**src/rtl/jcs_pkg.sv**
```systemverilog
// Shared definitions for the jcscpu bus-transfer sequencer: register codes,
// phase states and the request legality check.
package jcs_pkg;

   localparam logic [3:0] DATA = 4'd1;
   localparam logic [3:0] R0   = 4'd2;
   localparam logic [3:0] R1   = 4'd3;
   localparam logic [3:0] R2   = 4'd4;
   localparam logic [3:0] R3   = 4'd5;
   localparam logic [3:0] TMP  = 4'd6;
   localparam logic [3:0] ACC  = 4'd7;
   localparam logic [3:0] MAR  = 4'd8;
   localparam logic [3:0] RAM  = 4'd9;

   typedef enum logic [1:0] {
      IDLE = 2'd0,
      EN   = 2'd1,
      ST   = 2'd2,
      HD   = 2'd3
   } phase_e;

   // Both codes inside [first, last] and not a self-transfer.
   function automatic logic is_legal(input logic [3:0] i_src, input logic [3:0] i_dst,
                                     input logic [3:0] i_first, input logic [3:0] i_last);
      return (i_src >= i_first) && (i_src <= i_last) &&
             (i_dst >= i_first) && (i_dst <= i_last) &&
             (i_src != i_dst);
   endfunction

endpackage

```
**src/rtl/jcs_onehot4x16.sv**
```systemverilog
// 4-to-16 one-hot decoder with enable; output is all-zero when disabled.
module jcs_onehot4x16 (
   input  logic        i_en,
   input  logic [3:0]  i_code,
   output logic [15:0] o_onehot
);

   assign o_onehot = i_en ? (16'h0001 << i_code) : 16'h0000;

endmodule

```
**src/rtl/jcs_bus_xfer.sv**
```systemverilog
// Bus-transfer sequencer: drives enable, enable+set, enable-hold strobes for one
// (SRC, DST) request. Define JCS_XFER_ERR_EN to get a sticky illegal-request flag on ERR.
module jcs_bus_xfer
   import jcs_pkg::*;
#(
   parameter int         PHASE_CYCLES = 1,
   parameter logic [3:0] FIRST        = DATA,
   parameter logic [3:0] LAST         = RAM
) (
   input  logic        CLK,
   input  logic        RSTN,
   input  logic        REQ,
   input  logic [3:0]  SRC,
   input  logic [3:0]  DST,
   output logic        READY,
   output logic [15:0] ENA_DEC,
   output logic [15:0] SET_DEC,
   output logic        BUSY,
   output logic        DONE,
   output logic        ERR,
   output phase_e      o_dbg_state
);

   localparam logic [3:0] L_RELOAD = 4'(PHASE_CYCLES - 1);

   phase_e      r_state, w_state_nxt;
   logic [3:0]  r_cnt, w_cnt_nxt;
   logic [3:0]  r_src, w_src_nxt;
   logic [3:0]  r_dst, w_dst_nxt;
   logic        r_ready, r_busy, r_done;
   logic [15:0] r_ena, r_set;
   logic [15:0] w_ena_nxt, w_set_nxt;
   logic        w_legal, w_accept, w_ena_en, w_set_en;

   assign w_legal  = is_legal(SRC, DST, FIRST, LAST);
   // r_ready stays low for the first cycle after reset release.
   assign w_accept = REQ && r_ready && w_legal;

   always_comb begin
      w_state_nxt = r_state;
      w_cnt_nxt   = r_cnt;
      w_src_nxt   = r_src;
      w_dst_nxt   = r_dst;
      if (r_state == IDLE) begin
         if (w_accept) begin
            w_state_nxt = EN;
            w_cnt_nxt   = L_RELOAD;
            w_src_nxt   = SRC;
            w_dst_nxt   = DST;
         end
      end else if (r_cnt != 4'd0) begin
         w_cnt_nxt = r_cnt - 4'd1;
      end else begin
         w_cnt_nxt = L_RELOAD;
         case (r_state)
            EN:      w_state_nxt = ST;
            ST:      w_state_nxt = HD;
            default: begin
               w_state_nxt = IDLE;
               w_cnt_nxt   = 4'd0;
            end
         endcase
      end
   end

   // Strobes are decoded from the next state so the registered outputs line up with it.
   assign w_ena_en = (w_state_nxt != IDLE);
   assign w_set_en = (w_state_nxt == ST);

   jcs_onehot4x16 u_ena_dec (
      .i_en     (w_ena_en),
      .i_code   (w_src_nxt),
      .o_onehot (w_ena_nxt)
   );

   jcs_onehot4x16 u_set_dec (
      .i_en     (w_set_en),
      .i_code   (w_dst_nxt),
      .o_onehot (w_set_nxt)
   );

   always_ff @(posedge CLK or negedge RSTN) begin
      if (!RSTN) begin
         r_state <= IDLE;
         r_cnt   <= 4'd0;
         r_src   <= 4'd0;
         r_dst   <= 4'd0;
         r_ready <= 1'b0;
         r_busy  <= 1'b0;
         r_done  <= 1'b0;
         r_ena   <= 16'h0000;
         r_set   <= 16'h0000;
      end else begin
         r_state <= w_state_nxt;
         r_cnt   <= w_cnt_nxt;
         r_src   <= w_src_nxt;
         r_dst   <= w_dst_nxt;
         r_ready <= (w_state_nxt == IDLE);
         r_busy  <= (w_state_nxt != IDLE);
         r_done  <= (r_state == HD) && (r_cnt == 4'd0);
         r_ena   <= w_ena_nxt;
         r_set   <= w_set_nxt;
      end
   end

`ifdef JCS_XFER_ERR_EN
   logic r_err;
   logic w_reject;

   assign w_reject = REQ && r_ready && !w_legal;

   always_ff @(posedge CLK or negedge RSTN) begin
      if (!RSTN) begin
         r_err <= 1'b0;
      end else if (w_accept) begin
         r_err <= 1'b0;
      end else if (w_reject) begin
         r_err <= 1'b1;
      end
   end

   assign ERR = r_err;
`else
   assign ERR = 1'b0;
`endif

   assign READY       = r_ready;
   assign BUSY        = r_busy;
   assign DONE        = r_done;
   assign ENA_DEC     = r_ena;
   assign SET_DEC     = r_set;
   assign o_dbg_state = r_state;

endmodule

```
**config.mk**
```make
export PLATFORM = sky130hd
export DESIGN_NAME = jcs_bus_xfer
export DESIGN_NICKNAME = d
export VERILOG_FILES = /design/src/rtl/jcs_pkg.sv /design/src/rtl/jcs_onehot4x16.sv /design/src/rtl/jcs_bus_xfer.sv
export SDC_FILE = /design/constraint.sdc
export NUM_CORES = 1
export LEC_CHECK = 0
export ABC_AREA = 1
export ABC_CLOCK_PERIOD_IN_PS = 3100
export BUFFER_PORTS_ARGS = -buffer_cell sky130_fd_sc_hd__buf_2
export CAP_MARGIN = 10
export CORE_ASPECT_RATIO = 1.2
export CORE_UTILIZATION = 25
export CTS_BUF_LIST = sky130_fd_sc_hd__clkbuf_2
export CTS_CLUSTER_DIAMETER = 150
export CTS_CLUSTER_SIZE = 16
export DETAILED_ROUTE_END_ITERATION = 6
export PLACE_DENSITY = 0.46
export SLEW_MARGIN = 10
export SYNTH_ARGS = -nofsm -noshare
export SYNTH_HDL_FRONTEND = slang
export SYNTH_SLANG_ARGS = --single-unit
```
**constraint.sdc**
```tcl
create_clock -name CLK -period 3.1 [get_ports CLK]
set_clock_uncertainty 0.15 [all_clocks]
set_input_delay 0.155 -clock CLK [delete_from_list [all_inputs] [get_ports CLK]]
set_output_delay 0.155 -clock CLK [all_outputs]
set_load 0.02 [all_outputs]
```
**Word-level counts from Yosys, hierarchy flattened**

Cells that the tools add are included.

- Register bits after elaboration: 49
- Latch bits: 0
- Bits in writable memories: 0
- ROM bits: 0
- Output and inout port bits: 38
- Word-level logic and storage cells: 47
- Memories kept: 0

- Add/subtract/negate cells: 1
- Multipliers: 0
- Divide/modulo/power cells: 0
- Order comparisons: 4
- Eq/ne operators: 6
- Shift-type cells: 2
- Muxes and demuxes: 13
- Bitwise operators: 0
- Reduce and logical (&&, ||, !) cells: 12

Operator list:

| cell | number |
|---|---|
| 16-bit two-way mux | 2 |
| 1-bit by 4-bit << shifter with 16-bit output (first input constant) | 2 |
| 4-bit two-way mux | 7 |
| 4-bit by 1-bit greater-or-equal comparator with 1-bit output (second input constant) | 2 |
| 4-bit <= comparator (second input constant) | 2 |
| 1-bit logical AND | 7 |
| 2-bit equality test (second input constant) | 3 |
| 2-bit two-way mux | 3 |
| 2-bit logical NOT | 2 |
| 4-bit logical NOT | 1 |
| 4-bit != test | 1 |
| 2-bit case mux with 2 select lines | 1 |
| 4-bit nonzero test | 1 |
| 4-bit by 1-bit subtractor with 4-bit output (second input constant) | 1 |
| 2-bit by 1-bit equality test with 1-bit output (second input constant) | 1 |
| 2-bit != test (second input constant) | 1 |
| 2-bit nonzero test | 1 |

**Longest topological paths before layout**

Gate-level depths: netlist (run 1).

- Word-level depth: 10
- Depth in mapped cells: 11
- Depth with buffers taken out: 11

**Cells and area by module**

Synthesis (run 1) repeated with hierarchy kept, for this count alone.

- Cell total of the unflattened synthesis: 209
- Area, all modules: 2057.0 µm²

Modules (own cells, without submodules):

| module | times used | cells an instance | area each (µm²) | seq. area each (µm²) |
|---|---|---|---|---|
| jcs_bus_xfer | 1 | 147 | 1804.2 | 1226.2 |
| jcs_onehot4x16 | 2 | 31 | 126.4 | 0.0 |

**Worst setup path after synthesis (run 1)**

Ideal clock, no wire load.

- Kind: flip-flop to flip-flop
- Start: register r_state[0] (netlist: o_dbg_state[0])
- End: register r_ena[0] (netlist: ENA_DEC[0])
- Setup time: 0.129 ns
- Arrival time: 1.564 ns
- Data required time: 2.821 ns
- Setup slack: 1.258 ns
- Cell stages (with the launch flop): 8
- Path buffers: 1
- Clock period less this slack: 1.842 ns
- Cell sequence: dfrtp_1 > inv_1 > ha_1 > clkbuf_1 > nand2_1 > nand2_1 > o21bai_2 > nor2_1

- Word-level cells in the longest chain between the ends: 6
- Elaborated cells between the ends (all ways): 11
- Classes of those cells: 2 x eq/ne; 1 x shift; 6 x mux; 2 x reduce/logical

Ends and longest elaborated chain:

| what | line | RTL |
|---|---|---|
| start: declaration | jcs_bus_xfer.sv:26 | `phase_e r_state, w_state_nxt;` |
| start signal: assignment | jcs_bus_xfer.sv:94 | `r_state <= w_state_nxt;` |
| 2-bit equality test / 2-bit by 1-bit equality test with 1-bit output (equally long branches) | jcs_bus_xfer.sv:55 | `case (r_state)` |
| 2-bit case mux with 2 select lines | jcs_bus_xfer.sv:55 |  |
| 2-bit two-way mux | jcs_bus_xfer.sv:51 | `end else if (r_cnt != 4'd0) begin` |
| 2-bit two-way mux * | jcs_bus_xfer.sv:44 | `if (r_state == IDLE) begin` |
| net w_state_nxt[0] | jcs_bus_xfer.sv:26 |  |
| 2-bit nonzero test * | jcs_bus_xfer.sv:67 | `assign w_ena_en = (w_state_nxt != IDLE);` |
| 16-bit two-way mux * | jcs_onehot4x16.sv:8 | `assign o_onehot = i_en ? (16'h0001 << i_code) : 16'h0000;` |
| net u_ena_dec.o_onehot[0] | jcs_onehot4x16.sv:5 | `output logic [15:0] o_onehot` |
| end signal: assignment | jcs_bus_xfer.sv:101 | `r_ena <= w_ena_nxt;` |
| end: declaration | jcs_bus_xfer.sv:31 | `logic [15:0] r_ena, r_set;` |

The timed path passes the listed nets; every way through them passes the cells marked *.
A chain may end at the register's enable or synchronous reset.

**Worst setup path after layout (run 1)**

- Start: register r_state[0] (netlist: o_dbg_state[0])
- End: register r_set[10] (netlist: SET_DEC[10])

- Elaborated cells between the ends (all ways): 11
- Classes of those cells: 3 x eq/ne; 1 x shift; 6 x mux; 1 x reduce/logical

RTL lines:

| what | line | RTL |
|---|---|---|
| 2-bit logical NOT | jcs_bus_xfer.sv:44 |  |
| 4-bit two-way mux | jcs_bus_xfer.sv:44 |  |
| net u_set_dec.i_code[3] | jcs_onehot4x16.sv:4 | `input logic [3:0] i_code,` |
| 1-bit by 4-bit << shifter with 16-bit output | jcs_onehot4x16.sv:8 |  |
| 16-bit two-way mux | jcs_onehot4x16.sv:8 |  |
| net u_set_dec.o_onehot[10] | jcs_onehot4x16.sv:5 |  |
| end signal: assignment | jcs_bus_xfer.sv:102 | `r_set <= w_set_nxt;` |
| end: declaration | jcs_bus_xfer.sv:31 |  |

The timed path passes the listed nets, and every way through them passes these cells.

==> results of run 1 <==
path summary, 6_finish.rpt:
| check | to | from |
|---|---|---|
| worst max-delay path | SET_DEC[10] | o_dbg_state[0] |
| worst min-delay path | r_src[3] | REQ |
| worst max register to register | SET_DEC[10] | o_dbg_state[0] |
| worst min register to register | r_src[3] | r_src[3] |
| max in group asynchronous | SET_DEC[2] | RSTN |
| min in group asynchronous | r_dst[1] | RSTN |
state kept, by name, indices dropped and copies added (netlist names):
name,flops
o_dbg_state,2
DONE,1
READY,1
r_src,4
BUSY,1
SET_DEC,16
r_cnt,4
ENA_DEC,16
r_dst,4
power groups by stage:
| stage | logic [mW] | registers [mW] | clock network, mW |
|---|---|---|---|
| after CTS | 0.952 | 0.834 | 0.279 |
| after detailed placement | 0.942 | 0.845 | 0 |
| after global placement | 0.931 | 0.843 | 0 |
| after floorplan | 0.580 | 0.953 | 0 |
| after global routing | 1.05 | 0.848 | 0.300 |
| final | 0.934 | 0.830 | 0.262 |
metrics by stage:
stage / cells / area, um2 / hold slack (ps)
after global routing: 409 / 2680 / 157
after floorplan: 231 / 2190 / -291
final: 409 / 2680 / 115
after global placement: 392 / 2550 / 142
after CTS: 409 / 2680 / 112
after detailed placement: 392 / 2550 / 146
placed cells by master (no fill, tap or decap), types with 4 or more instances in the layout:
master          n
inv_2           4
ha_1            5
nand2_2         8
buf_2          47
o21ai_2         5
nand2_1        41
nand3_1        21
inv_1          25
o21ai_4         4
dlygate4sd3_1   9
nor2_1         40
clkbuf_2        6
dfrtp_1        49
nand4_1         6
metal layers:
metal / part of all wire (%) / global-route usage, % / routed length [um]
met1: 45 / 13.9 / 2080
met2: 49 / 18.9 / 2290
met3: 3.9 / 2.21 / 181
met4: 1.6 / 4.92 / 74
met5: 0 / 0 / 0
final cells by class:
| cell class | instances | area [um2] |
|---|---|---|
| Clock buffer | 6 | 30.0 |
| Clock inverter | 2 | 15.0 |
| Fill cell | 961 | 5840 |
| Inverter | 29 | 109 |
| Multi-Input combinational cell | 149 | 822 |
| Sequential cell | 49 | 1230 |
| Tap cell | 117 | 146 |
| Timing Repair Buffer | 57 | 333 |
worst register-to-register path, cell delays in order, from the launching register on:
cell,delay [ps]
dfrtp_1,450
inv_1,110
ha_1,470
nand3_4,420
o21ai_1,330
nand3_2,220
nor2_1,150
cells by family after synthesis:
kind of cell    share of synthesized area (%)
compound gates                           8.79
simple gates                             24.9
fa+ha+maj                                2.86
flops                                    56.0
buf+inv                                  6.51
other cells                             0.171
xor+xnor                                0.800
==> results.cfg, run 1 <==
[placed_design]
io_buffer_count = 47
dp_hpwl_mm = 3.49
routabilityCongestion = 0.737
place_ws_ps = 734

[synthesis]
yosys_register_bits = 49
synth-edff-count = 0
synth_cell_types = 26
ys_seq_area_share_pct = 56.0
synth_ff_type = dfrtp_1
netlist_area_um2 = 2190
synth_top_area_share_pct = 56.0
ys_async_sr_fraction_pct = 100
yosysTopAreaCell = dfrtp_1
synth_warnings = 0
synth_fp_nets = 247
synthTopCellsByCount = 49 x dfrtp_1, 41 x nand2_1, 40 x nor2_1
synth_most_common_cell = dfrtp_1
synth.area.top_cells = dfrtp_1 56%, nand2_1 7.0%, nor2_1 6.9%, nand3_1 4.8%, inv_1 4.3%
syn_area_per_cell_um2 = 9.48
syn_inst = 231

[sta]
fin_crit_ps = 2340
fin_ws_ps = 759
drv_slew = 0
setup_viol = 0
fmax_mhz = 427
tns_ps = 0
relSlewSlack_pct = 48.4
rsz0062_at_grt = false
tightest_slew_ps = 774
period_share_pct = 75.5
hold_viol_final = 0

[flow_run]
drv_cap = 0

[hold_path]
hp-class = in -> reg
hold_depth = 7

[finish]
layout.nets = 307
area_growth_pct = 22.4
layout-drive-gt1-share_pct = 28.4
finish.utilization_pct = 31.5
antenna_cells = 0

[clock_tree]
cts_htree_levels = 2
cts.sinks = 49
cts_tree = built
cts.reportedPaths.clkPinSlew_ps = 240
cts_resized = 0
cts_made_buffers = 5
cts_setup_buffers = 0
clk_latency_ps = 420
clk_path_buf_depth = 2
hold_buffers = 9
root_buffer = clkbuf_2

[outcome]
status = finished, final reports clean

[grt]
grt_max_degree = 36
grt_first_pass_wirelength_mm = 8.00
grt-ovfl-total = 0
track_usage_pct = 11.3
grt_pass1_vias = 1709
antenna_found_initial = 0

[drt]
via_per_inst = 4.03
drtIter0Drc = 72
finalWirelength_mm = 4.63
drt_first_pass_iters = 4
vias = 1650
drtAntennaViolNets = 0
drc = 0
wl_per_cell_um = 11.3

[pwr]
seqPwrFrac_pct = 41.0
finalPower_mw = 2.03
p_sw_uw = 910
p_int_mw = 1.12
clock_power_share_pct = 12.9
peakVddDrop_v = 0.000276
powerDensity_nw_per_um2 = 756
p_leak_nw = 1.42
comb_power_share_pct = 46.1
p_sw_share_pct = 44.9

[critical_path]
cp_max_fo = 26
cp.required_ps = 3330
critPathKind = reg -> reg
r2r_setup_slack_ps = 760
cp-end-kind = register
cp_top_family = simple AND/OR/NAND/NOR gates
rr_worst_depth = 6
crit_chain = inv_1 -> ha_1 -> nand3_4 -> o21ai_1 -> nand3_2 -> nor2_1
worstSetupStartpointType = register
cp_slowest_cell = ha_1
path_buf_inv = 1
path_depth = 6
crit_path_max_incr_delay_ps = 470
worstPathArrival_ps = 2570

[floorplan]
io_pins = 49
die_area_um2 = 9140
rows = 37
coreArea_um2 = 8520
die_h_um = 105
start_util_pct = 25.7
die_x_um = 87.5
Power figures use the tool's default switching activity.
==> run 2, diff against run 1 <==
- ABC_CLOCK_PERIOD_IN_PS: 3100 -> 1900
- PLACE_DENSITY: 0.46 -> 0.48
- clock period: 3.1 -> 1.9 ns (I/O delays scaled with it)
==> run 2 against run 1 <==
Compared with the run above: first-iteration DRC count shrank 5.6%; cell count grew 3.7%; largest power group unchanged; register-to-register slack lost 640 ps; clock-buffer cell count is the same; clock power grew 65%; power grew 77%; core utilization grew 2.7 points; global-route usage grew 0.41 points; critical path depth grew 4; non-clock buffer count grew 15; worst hold slack gained 16 ps; via count grew 5.6%; critical path type is now in -> reg.
==> results.cfg, run 2 (synthesis results as in run 1) <==
[clock_tree]
cts_made_buffers = 5
cts_tree = built
root_buffer = clkbuf_2
clk_path_buf_depth = 2
cts_htree_levels = 2
clk_latency_ps = 430
cts.sinks = 49
cts.reportedPaths.clkPinSlew_ps = 230

[finish]
layout-drive-gt1-share_pct = 33.9
layout_common_cells = 49 x dfrtp_1, 46 x buf_2, 40 x nor2_1, 40 x nand2_1, 23 x inv_1
layout.nets = 322
antenna_cells = 0
area_growth_pct = 32.7
layout_commonest_cell = dfrtp_1

[outcome]
status = finished, final reports clean

[critical_path]
cp_max_fo = 11
rr_worst_depth = 9
worstPathArrival_ps = 2010
rr_startpoint = o_dbg_state[0]
r2r_setup_slack_ps = 120
rr_endpoint = ENA_DEC[7]
worstSetupStartpointType = primary input
cp-end-kind = register
cp.required_ps = 2120
critPathKind = in -> reg

[drt]
via_per_inst = 4.11
drtAntennaViolNets = 0
drt_first_pass_iters = 4
drc = 0
drtIter0Drc = 68
finalWirelength_mm = 4.89
vias = 1743
wl_per_cell_um = 11.5

[floorplan]
die_area_um2 = 9140
io_pins = 49
coreArea_um2 = 8520
start_util_pct = 25.7
rows = 37
die_x_um = 87.5
die_h_um = 105

[grt]
grt_max_degree = 26
antenna_found_initial = 0
use_met3_pct = 2.61
grt_first_pass_wirelength_mm = 8.22
grt_use_met2_pct = 19.1
use_met1_pct = 15.1
grt_pass1_vias = 1673
grt-ovfl-total = 0
grt_busiest_layer = met2
track_usage_pct = 11.7

[hold_path]
worstHoldStart = REQ
hp-class = in -> reg
hold_depth = 7
hold_end = r_dst[3]

[sta]
fmax_mhz = 559
rsz0062_at_grt = true
timing.hold.ws_ps = 131
setup_viol = 0
fin_crit_ps = 1790
tns_ps = 0
hold_viol_final = 0
drv_slew = 0
period_share_pct = 94.1

[placed_design]
dp_hpwl_mm = 3.74
io_buffer_count = 47
routabilityCongestion = 0.791

[pwr]
p_leak_nw = 1.53
powerDensity_nw_per_um2 = 1230
peakVddDrop_v = 0.000533

[flow_run]
drv_cap = 0
==> run 2: repair_timing <==
item / in CTS / in global routing
resized for setup: 0 / 17
hold buffers: 11 / 0
setup endpoints to repair: 0 / 34
buffers inserted: 0 / 0
hold endpoints to repair: 89 / 0
==> run 2: per-stage QoR <==
stage	power (mW)	cell area (um2)	setup slack, ps	std cells	utilization (%)
3_5_place_dp	3.06	2680	69.9	405	31.5
5_1_grt	3.90	2910	0.559	424	34.1
4_1_cts	3.53	2840	36.3	424	33.3
6_report	3.59	2910	112	424	34.1
2_1_floorplan	2.50	2190	57.5	231	-
3_3_place_gp	3.04	2680	84.8	405	31.5
==> run 2: report_power, final <==
group	switching [mW]	internal, mW
clock network	0.332	0.0998
logic	1.17	0.648
registers	0.0813	1.26
==> run 2: area by class of cell <==
| cell class | count | area [um2] |
|---|---|---|
| fillers | 909 | 5610 |
| flip-flops and latches | 49 | 1230 |
| multi-input cells | 149 | 892 |
| repair buffers | 72 | 490 |
| well taps | 117 | 146 |
| inverters | 29 | 109 |
| clock buffers | 6 | 30.0 |
| clock inverters | 2 | 13.8 |
==> run 2: worst max path at each step <==
stage	start	endpoint	slack, ps	depth (start not counted)
global placement	r_cnt[0]	ENA_DEC[2]	80	11
global route	r_cnt[0]	ENA_DEC[2]	0.6	11
floorplan	o_dbg_state[0]	ENA_DEC[0]	60	7
finish	DST[2]	ENA_DEC[11]	110	10
CTS	r_cnt[0]	ENA_DEC[7]	40	11
detailed placement	r_cnt[0]	ENA_DEC[6]	70	11
==> run 2: critical path, stage by stage <==
cell and delay (ps):
dlygate4sd3_1 540, clkbuf_4 180, o21ai_1 130, nand3_1 120, nor2_4 150, nand3_4 140
buf_12 190, o21ai_4 180, nand3_1 150, nor2_1 120
==> run 2: layer usage <==
metal  part of all wire [%]  routed length (um)  vias to the layer above
li1                       -                   -                      880
met3                    4.1                 200                        7
met2                     49                2400                       46
met1                     45                2220                      810
met5                      0                   0                        -
met4                    1.3                  65                        0
==> run 3, diff against run 2 <==
- CORE_MARGIN: default -> 2
==> run 3 against run 2 <==
Compared with the run above: register-to-register slack better by 40 ps; clock power up 34%; die area up 4.2%; worst hold slack worse by 110 ps; power up 6.1%; combinational power up 4%; sequential share of layout area down 0.47 points; maximum frequency down 2.4%; via count up 0.69%; sequential cell count unchanged.
==> results.cfg, run 3 (synthesis results as in run 1) <==
[grt]
grt-ovfl-total = 0
antenna_found_initial = 0
grt_max_degree = 22
grt_first_pass_wirelength_mm = 8.16
track_usage_pct = 11.1
grt_pass1_vias = 1732

[placed_design]
routabilityCongestion = 0.791
place_area_um2 = 2660
io_buffer_count = 47
dp_hpwl_mm = 3.65

[drt]
drt_first_pass_iters = 4
via_per_inst = 4.12
finalWirelength_mm = 4.91
wl_per_cell_um = 11.5
drtAntennaViolNets = 0
drc = 0
drtIter0Drc = 71
vias = 1755

[critical_path]
cp.required_ps = 2130
cp-end-kind = register
cp_max_fo = 11
path_buf_inv = 3
cp_slowest_cell = dlygate4sd3_1
worstSetupStartpointType = primary input
crit_path_frequent_cell = nand3_1
path_depth = 10
critPathKind = in -> reg
rr_worst_depth = 9
worstPathArrival_ps = 2060
cp_top_family = buffers and inverters
crit_chain = dlygate4sd3_1 -> buf_2 -> o21ai_0 -> nand3_1 -> nor2_4 -> nand3_4 -> buf_12 -> o21ai_4 -> nand3_1 -> nor2_1
crit_path_max_incr_delay_ps = 550

[sta]
relSlewSlack_pct = 50.9
tns_ps = 0
period_share_pct = 96.4
fin_crit_ps = 1830
hold_viol_final = 0
drv_slew = 0
timing.hold.ws_ps = 20.5
rsz0062_at_grt = true
tightest_slew_ps = 734
setup_viol = 0
fmax_mhz = 546

[finish]
final_cell_area_um2 = 2940
area_growth_pct = 34.2
antenna_cells = 0
nFillCells = 888
layout-drive-gt1-share_pct = 35.6
layout.nets = 324
layout_common_cells = 49 x dfrtp_1, 47 x buf_2, 38 x nand2_1
layout_commonest_cell = dfrtp_1

[clock_tree]
cts_made_buffers = 5
cts_tree = built
clk_latency_ps = 440
clk_path_buf_depth = 2
root_buffer = clkbuf_2
cts.reportedPaths.clkPinSlew_ps = 260
cts.sinks = 49
cts_htree_levels = 2

[floorplan]
die_x_um = 89.5
rows = 37
coreArea_um2 = 8560
start_util_pct = 25.6
die_area_um2 = 9530
die_h_um = 107
io_pins = 49

[outcome]
status = finished, final reports clean

[pwr]
peakVddDrop_v = 0.000486
p_leak_nw = 1.54
powerDensity_nw_per_um2 = 1290
finalPower_mw = 3.81

[flow_run]
drv_cap = 0

[hold_path]
hp-class = in -> async
==> run 3: cell types whose count changed in the layout (fill, tap and decap cells not counted), moves of 2 or more <==
| cell | previous run | this run |
|---|---|---|
| buf_4 | 11 | 14 |
| nand2_2 | 7 | 10 |
| nor2_1 | 40 | 37 |
| nor2_2 | 0 | 3 |
| buf_12 | 3 | 1 |
| nand2_1 | 40 | 38 |
| nand3_2 | 3 | 1 |
| o21ai_2 | 1 | 3 |
| o21ai_4 | 8 | 6 |
==> run 3: report_power, final <==
| group | internal, mW | switching (mW) | leakage, nW |
|---|---|---|---|
| Combinational | 0.694 | 1.20 | 0.834 |
| Clock | 0.231 | 0.346 | 0.0432 |
| Sequential | 1.26 | 0.0796 | 0.663 |
| Total | 2.18 | 1.62 | 1.54 |
==> run 3: final timing paths <==
kind / start / endpoint / slack, ps
min in group CLK: REQ / r_dst[3] / 170
max in group asynchronous: RSTN / r_dst[2] / 500
setup / recovery: DST[1] / ENA_DEC[7] / 70
setup reg to reg: READY / ENA_DEC[7] / 160
hold / removal: RSTN / ENA_DEC[11] / 20
hold reg to reg: r_src[3] / r_src[3] / 380
==> run 3: tightest hold or removal path, stage by stage <==
cell and delay (ps):
dlygate4sd3_1 530, buf_2 130, buf_4 300
==> run 3: final cells by class <==
| type | instances | area (um2) | share of cell area [%] |
|---|---|---|---|
| Clock buffer | 6 | 30.0 | 1.02 |
| Clock inverter | 2 | 38.8 | 1.32 |
| Inverter | 29 | 109 | 3.70 |
| Multi-Input combinational cell | 149 | 905 | 30.8 |
| Sequential cell | 49 | 1230 | 41.7 |
| Tap cell | 117 | 146 | 4.98 |
| Timing Repair Buffer | 74 | 485 | 16.5 |
==> run 3: metal layers <==
| layer | up-vias | GRT usage (%) | wire [um] |
|---|---|---|---|
| met2 | 48 | 18.3 | 2410 |
| met3 | 6 | 2.80 | 238 |
| met4 | 0 | 3.20 | 65 |
| li1 | 883 | - | - |
| met1 | 818 | 14.1 | 2190 |
| met5 | - | 0 | 0 |
==> run 3: what timing repair did <==
item                                    in CTS  in global routing
hold buffers                                11                  0
resized for setup                            0                 22
buffers inserted                             0                  2
endpoints found under the setup margin       0                 34
endpoints found under the hold margin       89                  0
==> run 3: per-stage QoR <==
step	setup WS [ps]	utilization (%)	instances
global placement	98.9	31.0	405
global route	-5.09	34.3	426
detailed placement	69.4	31.0	405
floorplan	57.5	-	231
CTS	31.4	33.1	424
finish	67.8	34.3	426
